===== src/rtl/qspis_pkg.sv =====
// Shared definitions for the QSPI-slave Wishbone arbiter: bus widths and
// the arbiter state encoding.
package qspis_pkg;

    localparam int ADR_W = 32;
    localparam int DAT_W = 32;
    localparam int SEL_W = 4;

    typedef enum logic [1:0] {
        IDLE = 2'b00,
        GNT0 = 2'b01,
        GNT1 = 2'b10
    } arb_state_e;

endpackage


===== src/rtl/qspis_wb_wdog.sv =====
// Bus-timeout watchdog: counts granted cycles without a response and flags
// expiry when the count reaches TIMEOUT. TIMEOUT=0 disables it entirely.
module qspis_wb_wdog #(
    parameter int unsigned TIMEOUT = 255,
    parameter int unsigned TO_W    = 8
) (
    input  logic clk_i,
    input  logic rst_ni,
    input  logic en_i,
    input  logic clr_i,
    input  logic done_i,
    output logic expire_o
);

    localparam logic [TO_W-1:0] LIMIT = TO_W'(TIMEOUT);
    localparam bit              WD_ON = (TIMEOUT != 0);

    logic [TO_W-1:0] tmr_q;
    logic [TO_W-1:0] tmr_d;

    // Saturate at LIMIT so the counter never wraps even if the grant lingers.
    always_comb begin
        tmr_d = tmr_q;
        if (!WD_ON || clr_i) begin
            tmr_d = '0;
        end else if (en_i && !done_i && (tmr_q != LIMIT)) begin
            tmr_d = tmr_q + TO_W'(1);
        end
    end

    always_ff @(posedge clk_i or negedge rst_ni) begin
        if (!rst_ni) begin
            tmr_q <= '0;
        end else begin
            tmr_q <= tmr_d;
        end
    end

    assign expire_o = WD_ON && en_i && !done_i && (tmr_q == LIMIT);

endmodule


===== src/rtl/qspis_wb_arb.sv =====
// Two-master round-robin Wishbone arbiter placed between the QSPI bridge and
// the chip interconnect, with a watchdog that errors out hung cycles.
module qspis_wb_arb
    import qspis_pkg::*;
#(
    parameter int unsigned TIMEOUT = 255,
    parameter int unsigned TO_W    = 8
) (
    input  logic             sys_clk,
    input  logic             rst_n,

    input  logic             m0_cyc_i,
    input  logic             m0_stb_i,
    input  logic [ADR_W-1:0] m0_adr_i,
    input  logic             m0_we_i,
    input  logic [DAT_W-1:0] m0_dat_i,
    input  logic [SEL_W-1:0] m0_sel_i,
    output logic [DAT_W-1:0] m0_dat_o,
    output logic             m0_ack_o,
    output logic             m0_err_o,

    input  logic             m1_cyc_i,
    input  logic             m1_stb_i,
    input  logic [ADR_W-1:0] m1_adr_i,
    input  logic             m1_we_i,
    input  logic [DAT_W-1:0] m1_dat_i,
    input  logic [SEL_W-1:0] m1_sel_i,
    output logic [DAT_W-1:0] m1_dat_o,
    output logic             m1_ack_o,
    output logic             m1_err_o,

    output logic             s_cyc_o,
    output logic             s_stb_o,
    output logic [ADR_W-1:0] s_adr_o,
    output logic             s_we_o,
    output logic [DAT_W-1:0] s_dat_o,
    output logic [SEL_W-1:0] s_sel_o,
    input  logic [DAT_W-1:0] s_dat_i,
    input  logic             s_ack_i,
    input  logic             s_err_i,

    output logic             timeout_o,
    output logic             to_mst_o
);

    arb_state_e state_q, state_d;
    logic       last_gnt_q, last_gnt_d;
    logic       to_mst_q, to_mst_d;

    logic req0, req1;
    logic wd_en, wd_clr, wd_done, wd_expire;

    assign req0    = m0_cyc_i & m0_stb_i;
    assign req1    = m1_cyc_i & m1_stb_i;
    assign wd_en   = ((state_q == GNT0) && m0_cyc_i) || ((state_q == GNT1) && m1_cyc_i);
    assign wd_done = s_ack_i | s_err_i;

    qspis_wb_wdog #(
        .TIMEOUT (TIMEOUT),
        .TO_W    (TO_W)
    ) u_wdog (
        .clk_i    (sys_clk),
        .rst_ni   (rst_n),
        .en_i     (wd_en),
        .clr_i    (wd_clr),
        .done_i   (wd_done),
        .expire_o (wd_expire)
    );

    // Every grant returns through IDLE, so a persistent requester re-competes
    // and continuous contention alternates strictly.
    always_comb begin
        state_d    = state_q;
        last_gnt_d = last_gnt_q;
        to_mst_d   = to_mst_q;
        wd_clr     = 1'b0;
        s_cyc_o    = 1'b0;
        s_stb_o    = 1'b0;
        s_adr_o    = '0;
        s_we_o     = 1'b0;
        s_dat_o    = '0;
        s_sel_o    = '0;
        m0_dat_o   = '0;
        m0_ack_o   = 1'b0;
        m0_err_o   = 1'b0;
        m1_dat_o   = '0;
        m1_ack_o   = 1'b0;
        m1_err_o   = 1'b0;

        unique case (state_q)
            IDLE: begin
                if (req0 && (!req1 || last_gnt_q)) begin
                    state_d    = GNT0;
                    last_gnt_d = 1'b0;
                    wd_clr     = 1'b1;
                end else if (req1) begin
                    state_d    = GNT1;
                    last_gnt_d = 1'b1;
                    wd_clr     = 1'b1;
                end
            end
            GNT0: begin
                s_cyc_o  = m0_cyc_i & ~wd_expire;
                s_stb_o  = m0_stb_i & ~wd_expire;
                s_adr_o  = m0_adr_i;
                s_we_o   = m0_we_i;
                s_dat_o  = m0_dat_i;
                s_sel_o  = m0_sel_i;
                m0_dat_o = s_dat_i;
                m1_dat_o = s_dat_i;
                m0_ack_o = s_ack_i;
                m0_err_o = s_err_i | wd_expire;
                if (wd_done || !m0_cyc_i || wd_expire) begin
                    state_d = IDLE;
                end
                if (wd_expire) begin
                    to_mst_d = 1'b0;
                end
            end
            GNT1: begin
                s_cyc_o  = m1_cyc_i & ~wd_expire;
                s_stb_o  = m1_stb_i & ~wd_expire;
                s_adr_o  = m1_adr_i;
                s_we_o   = m1_we_i;
                s_dat_o  = m1_dat_i;
                s_sel_o  = m1_sel_i;
                m0_dat_o = s_dat_i;
                m1_dat_o = s_dat_i;
                m1_ack_o = s_ack_i;
                m1_err_o = s_err_i | wd_expire;
                if (wd_done || !m1_cyc_i || wd_expire) begin
                    state_d = IDLE;
                end
                if (wd_expire) begin
                    to_mst_d = 1'b1;
                end
            end
            default: begin
                state_d = IDLE;
            end
        endcase
    end

    always_ff @(posedge sys_clk or negedge rst_n) begin
        if (!rst_n) begin
            state_q    <= IDLE;
            last_gnt_q <= 1'b1;
            to_mst_q   <= 1'b0;
        end else begin
            state_q    <= state_d;
            last_gnt_q <= last_gnt_d;
            to_mst_q   <= to_mst_d;
        end
    end

    assign timeout_o = wd_expire;
    assign to_mst_o  = to_mst_q;

endmodule


===== config.mk =====
export PLATFORM = sky130hd
export DESIGN_NAME = qspis_wb_arb
export DESIGN_NICKNAME = d
export VERILOG_FILES = /design/src/rtl/qspis_pkg.sv /design/src/rtl/qspis_wb_wdog.sv /design/src/rtl/qspis_wb_arb.sv
export SDC_FILE = /design/constraint.sdc
export NUM_CORES = 1
export LEC_CHECK = 0
export CAP_MARGIN = 0
export CORE_AREA = 10 10 115 117
export CTS_BUF_LIST = sky130_fd_sc_hd__clkbuf_4 sky130_fd_sc_hd__clkbuf_8
export CTS_CLUSTER_DIAMETER = 60
export CTS_CLUSTER_SIZE = 28
export DETAILED_ROUTE_END_ITERATION = 6
export DIE_AREA = 0 0 125 127
export GPL_TIMING_DRIVEN = 0
export MAX_ROUTING_LAYER = met4
export PLACE_DENSITY = 0.77
export SLEW_MARGIN = 5
export SYNTH_ARGS = -nofsm -noshare
export SYNTH_HDL_FRONTEND = slang
export SYNTH_SLANG_ARGS = --single-unit

===== constraint.sdc =====
create_clock -name sys_clk -period 4.6 [get_ports sys_clk]
set_input_delay 1.15 -clock sys_clk [delete_from_list [all_inputs] [get_ports sys_clk]]
set_output_delay 1.15 -clock sys_clk [all_outputs]
set_load 0.01 [all_outputs]

==> results.txt, run 1 <==
----------------------------------------------------
[Drt]
  DRC errors left ... 0
  Total via count after detailed routing ... 3,594
  Routed wire per std cell ... 21.1 µm
  Vias/cell ... 4.66
  Number of routed nets with antenna violations ... 0
  Detailed router's first-iteration violation count ... 161
  Met2 Routed Length ... 8400 µm
  Met3 routed WL ... 1150 µm
  Post-route met1 wirelength ... 6270 µm
  Routed wire length ... 16,300 µm
  Highest layer used for signal routing ... met4
  Drt pass-1 iters ... 4

[Critical path]
  Slowest cell on the critical path ... sky130_fd_sc_hd__clkdlybuf4s50_1
  Critical Path, Cell by Cell ... clkdlybuf4s50_1 -> a22oi_1 -> nor4b_4 -> o21a_1 -> clkdlybuf4s50_1
  R2R cell count ... 7
  CP required ... 3.45 ns
  CP bufs+invs ... 2
  R2R Setup Slk ... 2.51 ns
  Top delay family on crit path ... buffers and inverters
  Start-to-end type of the worst setup path ... in2out
  Most numerous cell on the critical path ... sky130_fd_sc_hd__clkdlybuf4s50_1
  Worst reg2reg path endpoint ... to_mst_o$_DFFE_PN0P_
  Highest net fanout along the worst path ... 7
  Biggest cell delay along the critical path ... 0.56 ns
  Nature of the critical path startpoint ... input port
  Worst endpoint data arrival time ... 3.14 ns
  Type of element capturing the critical path ... output pin
  Startpoint of the most critical register-to-register path ... state_q[1]$_DFFE_PN0P_

[Logic synthesis]
  Synthesis-stage register bit count ... 12
  Average cell area after synthesis ... 7.45 µm²
  Synth cell types ... 39
  Synthesized netlist net count ... 488
  Post-Synthesis Cell Area ... 2280 µm²
  Sequential share of the synthesized area ... 13.2%
  Syn Inst Count ... 306
  Syn. warnings ... 0

[Cells and area]
  Nets ... 811
  Relative area change from synthesis to final layout ... 150%
  Post-Route Utilization ... 51.2%
  Most common cell after layout, fill and taps aside ... sky130_fd_sc_hd__clkdlybuf4s50_1
  Leading cell types in the layout, fill and taps excluded ... sky130_fd_sc_hd__clkdlybuf4s50_1 (318), sky130_fd_sc_hd__a22oi_1 (70), sky130_fd_sc_hd__nor2b_1 (69)
  Post-Layout Inst Area ... 5690 µm²
  Fraction of final layout cells with drive strength greater than 1 ... 7.48%

[Global routing]
  Global-route total usage across every layer ... 19.0%
  Number of global-route vias before repair ... 3,948
  Wire length of the first global-routing pass ... 23,400 µm
  Gr ovfl total ... 0
  Largest net degree at the start of global routing ... 13
  Antenna violations before repair ... 1

[Status]
  Outcome ... complete, no violations

[Floorplanning]
  Core box area ... 11,100 µm²
  Horiz. Die Dim ... 125 µm
  Number of placement rows ... 39
  Vertical extent of the die ... 127 µm
  Number of placed I/O pins ... 319
  Effective utilization at floorplan ... 20.5%
  Area of the die ... 15,900 µm²

[Clocking]
  Clock sink total ... 12
  TritonCTS clock tree ... yes
  Hold buffers post-CTS ... 0
  Post-CTS setup-driven buffer insertion count ... 0
  Insertion delay to the later sink of the worst-skew pair ... 0.24 ns
  CTS Root Buffer Type ... sky130_fd_sc_hd__clkbuf_8
  Count of H-tree levels built during CTS ... 1
  Maximum root-to-sink buffer count ... 2
  CTS Buf Count ... 3
  Clock slew at reported path FFs ... 0.05 ns
  Resize count post-CTS ... 0

[STA]
  Total negative slack ... 0 ns
  Unrepaired setup endpoints after global routing ... no
  Skew final ... 0.000643 ns
  Max Fclk ... 233 MHz
  Part of the cycle the worst path needs ... 93.3%
  Post-route worst hold slack ... 0.502 ns
  Slew at the pin closest to its max-slew limit ... 0.752 ns
  Tmin final ... 4.29 ns
  Number of max-slew violations in the final report ... 0
  Relative slew margins ... 49.9%
  Finish-stage setup viols ... 0
  Final hold violation count ... 0

[Job]
  Max-cap violation count ... 0

[Placement]
  Hpwl dp ... 14,200 µm
  Quantity of I/O buffers inserted on ports ... 318
  Routability congestion estimate from global placement ... 0.879
  Instance area after placement ... 5640 µm²

[Power]
  Pwr per Cell Area ... 430 nW/µm²
  Worst vdd ir ... 0.000249 V
  Static leakage ... 0.00206 µW

[Hold path]
  Number of cells traversed by the worst hold path ... 1
  Hold Path Sink ... to_mst_o$_DFFE_PN0P_
  Path type of the worst min-delay path ... reg2reg
  Startpoint of the lowest-slack hold path ... to_mst_o$_DFFE_PN0P_

----------------------------------------------------
flip-flops by register name, indices dropped and copies added (netlist names):
| name | cells |
|---|---|
| last_gnt_q | 1 |
| state_q | 2 |
| to_mst_o | 1 |
| u_wdog.tmr_q | 8 |
layer usage:
layer,vias to the layer above,global-route usage (%)
li1,1717,-
met1,1653,20.7
met2,201,34.2
met3,23,3.64
met4,0,6.10
met5,-,-
power by group:
group          internal, µW  switching (µW)  leakage [µW]
combinational          1210             994       0.00187
clock                  67.0            39.3     0.0000262
sequential              123            13.5      0.000162
total                  1400            1050       0.00206
Yosys cell counts:
cell	instances	area, µm²
sky130_fd_sc_hd__a211oi_1	1	7.51
sky130_fd_sc_hd__a21boi_1	1	7.51
sky130_fd_sc_hd__a21oi_1	2	10.0
sky130_fd_sc_hd__a22o_1	1	8.76
sky130_fd_sc_hd__a22o_2	1	10.0
sky130_fd_sc_hd__a22oi_1	70	526
sky130_fd_sc_hd__a31oi_1	3	18.8
sky130_fd_sc_hd__a32o_1	2	20.0
sky130_fd_sc_hd__a41oi_1	1	8.76
sky130_fd_sc_hd__and2_1	35	219
sky130_fd_sc_hd__and3_2	1	7.51
sky130_fd_sc_hd__and4b_2	1	11.3
sky130_fd_sc_hd__buf_1	11	41.3
sky130_fd_sc_hd__buf_2	3	15.0
sky130_fd_sc_hd__buf_4	32	240
sky130_fd_sc_hd__clkbuf_1	13	48.8
sky130_fd_sc_hd__dfrtp_1	11	275
sky130_fd_sc_hd__dfstp_2	1	26.3
sky130_fd_sc_hd__ha_1	4	50.1
sky130_fd_sc_hd__inv_1	2	7.51
sky130_fd_sc_hd__mux2i_1	4	40.0
sky130_fd_sc_hd__nand2_1	7	26.3
sky130_fd_sc_hd__nand3_1	4	20.0
sky130_fd_sc_hd__nand4_1	1	6.26
sky130_fd_sc_hd__nand4_4	1	21.3
sky130_fd_sc_hd__nor2_1	7	26.3
sky130_fd_sc_hd__nor2_2	1	6.26
sky130_fd_sc_hd__nor2b_1	69	432
sky130_fd_sc_hd__nor3b_1	2	15.0
sky130_fd_sc_hd__nor4_1	1	6.26
sky130_fd_sc_hd__nor4b_4	1	23.8
sky130_fd_sc_hd__o2111ai_1	2	17.5
sky130_fd_sc_hd__o211ai_2	1	12.5
sky130_fd_sc_hd__o21a_1	2	15.0
sky130_fd_sc_hd__o21ai_0	1	5.00
sky130_fd_sc_hd__o31ai_1	1	7.51
sky130_fd_sc_hd__or3_1	1	6.26
sky130_fd_sc_hd__or4_1	1	7.51
sky130_fd_sc_hd__xor2_1	3	26.3
worst max path at each step:
| stage | start | end | slack (ns) | cells after the start |
|---|---|---|---|---|
| floorplan | s_ack_i | m0_err_o | 1.50 | 3 |
| global placement | m0_cyc_i | m1_err_o | 0.34 | 5 |
| detailed placement | m0_cyc_i | m1_err_o | 0.33 | 5 |
| CTS | m0_cyc_i | m1_err_o | 0.32 | 5 |
| global route | m0_cyc_i | m0_err_o | 0.24 | 5 |
| finish | m0_cyc_i | m0_err_o | 0.31 | 5 |
worst register-to-register path, delay by kind of cell (launching register included):
kind | cells | cell delay [ns]
adder cells (fa/ha/maj) | 1 | 0.18
buffers and inverters | 2 | 0.36
AND/OR/NAND/NOR | 2 | 0.64
flip-flops | 1 | 0.40
AO/OA/AOI/OAI | 2 | 0.39
logic make-up after synthesis:
kind of cell	synth area share (%)
adder cells (fa/ha/maj)	2.20
AND/OR/NAND/NOR	36.6
buffers and inverters	15.5
AO/OA/AOI/OAI	29.6
multiplexers	1.76
XOR/XNOR	1.15
flip-flops	13.2
cell type report:
type / instances / area, µm²
Tap cell: 143 / 179
Sequential cell: 12 / 302
Buffer: 59 / 345
Fill cell: 1084 / 5430
Clock buffer: 4 / 48.8
Multi-Input combinational cell: 233 / 1630
Inverter: 2 / 7.51
Timing Repair Buffer: 318 / 3180
Antenna cell: 1 / 2.50
per-stage QoR:
stage	power [µW]	cells	setup slack (ns)
after floorplan	1190	306	1.50
after global routing	2620	772	0.242
after detailed placement	2370	767	0.329
after CTS	2480	771	0.325
after global placement	2340	767	0.343
final	2450	772	0.309
Power figures use the tool's default switching activity.
==> run 2: changes to the inputs <==
--- a/config.mk
+++ b/config.mk
@@ -9,7 +9,6 @@
 export CORE_AREA = 10 10 115 117
 export CTS_BUF_LIST = sky130_fd_sc_hd__clkbuf_4 sky130_fd_sc_hd__clkbuf_8
 export CTS_CLUSTER_DIAMETER = 60
-export CTS_CLUSTER_SIZE = 28
 export DETAILED_ROUTE_END_ITERATION = 6
 export DIE_AREA = 0 0 125 127
 export GPL_TIMING_DRIVEN = 0
==> results of run 2 <==
Same layout as run 1: the final DEF is identical, and so are final timing and power.
==> run 3: changes to the inputs <==
--- a/config.mk
+++ b/config.mk
@@ -14,6 +14,7 @@
 export GPL_TIMING_DRIVEN = 0
 export MAX_ROUTING_LAYER = met4
 export PLACE_DENSITY = 0.77
+export RECOVER_POWER = 100
 export SLEW_MARGIN = 5
 export SYNTH_ARGS = -nofsm -noshare
 export SYNTH_HDL_FRONTEND = slang
==> results.txt, run 3 (synthesized netlist as in run 1, its figures left out) <==
----------------------------------------------------
[Floorplanning]
  Vertical extent of the die ... 127 µm (unchanged)
  Horiz. Die Dim ... 125 µm (unchanged)
  Area of the die ... 15,900 µm² (unchanged)
  Effective utilization at floorplan ... 20.5% (unchanged)
  Core box area ... 11,100 µm² (unchanged)
  Number of placement rows ... 39 (unchanged)
  Number of placed I/O pins ... 319 (unchanged)

[STA]
  Tmin final ... 4.42 ns (+0.125 ns)
  Total negative slack ... 0 ns (unchanged)
  Max Fclk ... 226 MHz (-2.8%)
  Relative slew margins ... 38.0% (-12 points)
  Post-route worst hold slack ... 0.494 ns (-0.00827 ns)
  Finish-stage setup viols ... 0 (unchanged)
  Number of max-slew violations in the final report ... 0 (unchanged)
  Unrepaired setup endpoints after global routing ... no
  Final hold violation count ... 0 (unchanged)
  Slew at the pin closest to its max-slew limit ... 0.922 ns (+0.170 ns)
  Skew final ... 0.00141 ns (+0.000769 ns)
  Part of the cycle the worst path needs ... 96.0% (+2.7 points)

[Drt]
  Number of routed nets with antenna violations ... 0 (unchanged)
  Routed wire per std cell ... 21.0 µm (-0.25%)
  Routed wire length ... 16,200 µm (-0.12%)
  Detailed router's first-iteration violation count ... 149 (-7.5%)
  Drt pass-1 iters ... 6 (+2)
  Vias/cell ... 4.66 (+0.15%)
  DRC errors left ... 0 (unchanged)
  Total via count after detailed routing ... 3,604 (+0.28%)

[Clocking]
  CTS Buf Count ... 3 (unchanged)
  Post-CTS setup-driven buffer insertion count ... 0 (unchanged)
  Count of H-tree levels built during CTS ... 1 (unchanged)
  Maximum root-to-sink buffer count ... 2 (unchanged)
  Clock slew at reported path FFs ... 0.05 ns (about the same)
  CTS Root Buffer Type ... sky130_fd_sc_hd__clkbuf_8
  Resize count post-CTS ... 0 (unchanged)
  TritonCTS clock tree ... yes
  Hold buffers post-CTS ... 0 (unchanged)
  Insertion delay to the later sink of the worst-skew pair ... 0.24 ns (about the same)
  Clock sink total ... 12 (unchanged)

[Hold path]
  Startpoint of the lowest-slack hold path ... to_mst_o$_DFFE_PN0P_
  Path type of the worst min-delay path ... reg2reg
  Number of cells traversed by the worst hold path ... 1 (unchanged)
  Hold Path Sink ... to_mst_o$_DFFE_PN0P_

[Critical path]
  Most numerous cell on the critical path ... sky130_fd_sc_hd__dlygate4sd3_1
  R2R cell count ... 7 (unchanged)
  Highest net fanout along the worst path ... 7 (unchanged)
  CP required ... 3.45 ns (about the same)
  Worst endpoint data arrival time ... 3.27 ns (+0.13 ns)
  Type of element capturing the critical path ... output pin
  Biggest cell delay along the critical path ... 0.64 ns (+0.08 ns)
  Nature of the critical path startpoint ... input port
  Startpoint of the most critical register-to-register path ... state_q[1]$_DFFE_PN0P_
  R2R Setup Slk ... 2.19 ns (-0.32 ns)
  Worst reg2reg path endpoint ... to_mst_o$_DFFE_PN0P_
  Slowest cell on the critical path ... sky130_fd_sc_hd__dlygate4sd3_1
  Start-to-end type of the worst setup path ... in2out
  Critical Path, Cell by Cell ... dlygate4sd3_1 -> a22oi_1 -> nor4b_4 -> nor3b_1 -> dlygate4sd3_1

[Global routing]
  Largest net degree at the start of global routing ... 13 (unchanged)
  Number of global-route vias before repair ... 3,948 (unchanged)
  Antenna violations before repair ... 1 (unchanged)
  Gr ovfl total ... 0 (unchanged)
  Global-route total usage across every layer ... 19.0% (unchanged)
  Wire length of the first global-routing pass ... 23,400 µm (unchanged)

[Placement]
  Hpwl dp ... 14,200 µm (unchanged)
  Routability congestion estimate from global placement ... 0.879 (unchanged)
  Instance area after placement ... 5640 µm² (unchanged)
  Quantity of I/O buffers inserted on ports ... 318 (unchanged)

[Job]
  Max-cap violation count ... 0 (unchanged)

[Status]
  Outcome ... complete, no violations

[Power]
  Worst vdd ir ... 0.000245 V (-1.7%)
  Total Power Consumption ... 2340 µW (-4.5%)
  Static leakage ... 0.00232 µW (+13%)
  Pwr per Cell Area ... 411 nW/µm² (-4.4%)

[Cells and area]
  Most common cell after layout, fill and taps aside ... sky130_fd_sc_hd__clkdlybuf4s50_1
  Max reg flops ... 8 (unchanged)
  Relative area change from synthesis to final layout ... 150% (about the same)
  Total of fill cells in the finished design ... 1,085 (+0.092%)
  Post-Route Utilization ... 51.1% (about the same)
  Nets ... 811 (unchanged)
  FF+latch area ... 302 µm² (unchanged)
  Combined area of the multi-input logic cells ... 1620 µm² (-0.31%)
  Fraction of final layout cells with drive strength greater than 1 ... 7.17% (-0.32 points)
  Register bank with the most flops ... u_wdog.tmr_q
  Leading cell types in the layout, fill and taps excluded ... sky130_fd_sc_hd__clkdlybuf4s50_1 (217), sky130_fd_sc_hd__dlygate4sd3_1 (101), sky130_fd_sc_hd__a22oi_1 (70)
  Post-Layout Inst Area ... 5690 µm² (about the same)
  Biggest registers after layout ... u_wdog.tmr_q (8), state_q (2)

----------------------------------------------------
[run 3: cell count changes in the layout (fill, tap and decap cells not counted)]
| cell | previous run | this run |
|---|---|---|
| sky130_fd_sc_hd__a21boi_0 | 0 | 1 |
| sky130_fd_sc_hd__a21boi_1 | 1 | 0 |
| sky130_fd_sc_hd__and2_0 | 0 | 32 |
| sky130_fd_sc_hd__and2_1 | 35 | 3 |
| sky130_fd_sc_hd__buf_1 | 11 | 6 |
| sky130_fd_sc_hd__buf_2 | 3 | 2 |
| sky130_fd_sc_hd__clkbuf_1 | 13 | 19 |
| sky130_fd_sc_hd__clkdlybuf4s50_1 | 318 | 217 |
| sky130_fd_sc_hd__diode_2 | 1 | 2 |
| sky130_fd_sc_hd__dlygate4sd3_1 | 0 | 101 |
| sky130_fd_sc_hd__o211ai_1 | 0 | 1 |
| sky130_fd_sc_hd__o211ai_2 | 1 | 0 |
[run 3: worst max path at each step]
stage / start / to / slack [ns] / cells past startpoint
2_1_floorplan: s_ack_i / m0_err_o / 1.50 / 3
3_3_place_gp: m0_cyc_i / m1_err_o / 0.34 / 5
3_5_place_dp: m0_cyc_i / m1_err_o / 0.33 / 5
4_1_cts: m0_cyc_i / m1_err_o / 0.32 / 5
5_1_grt: s_ack_i / s_stb_o / 0.14 / 5
6_report: m1_cyc_i / s_stb_o / 0.18 / 5
[run 3: worst max-delay path: cells and delay by family]
family / cells / cell delay [ns]
buffers and inverters: 2 / 1.25
AOI/OAI and AO/OA: 1 / 0.18
and+or+nand+nor: 2 / 0.67
[run 3: layer usage]
| metal | GRT usage (%) | wire length [µm] | up-vias | part of all wire [%] |
|---|---|---|---|---|
| li1 | - | - | 1716 | - |
| met1 | 20.7 | 6370 | 1676 | 39 |
| met2 | 34.2 | 8440 | 189 | 52 |
| met3 | 3.64 | 1020 | 23 | 6.3 |
| met4 | 6.10 | 408 | 0 | 2.5 |
| met5 | - | 0 | - | 0 |
[run 3: final cells by class]
| type | instances | area share [%] |
|---|---|---|
| inverter | 2 | 0.132 |
| sequential | 12 | 5.30 |
| multi-input combinational | 233 | 28.5 |
| antenna | 2 | 0.0880 |
| timing repair buffer | 318 | 55.9 |
| buffer | 59 | 6.05 |
| clock buffer | 4 | 0.858 |
| tap | 143 | 3.14 |
[run 3: power breakdown]
part	switching, µW	leakage, µW	internal, µW
clock network	39.2	0.0000262	67.0
logic	983	0.00213	1110
registers	13.8	0.000162	123
total	1040	0.00232	1300
[run 3: metrics by stage]
step,setup slack [ns],instances
floorplan,1.50,306
global placement,0.343,767
detailed placement,0.329,767
CTS,0.325,771
global route,0.138,772
finish,0.184,773
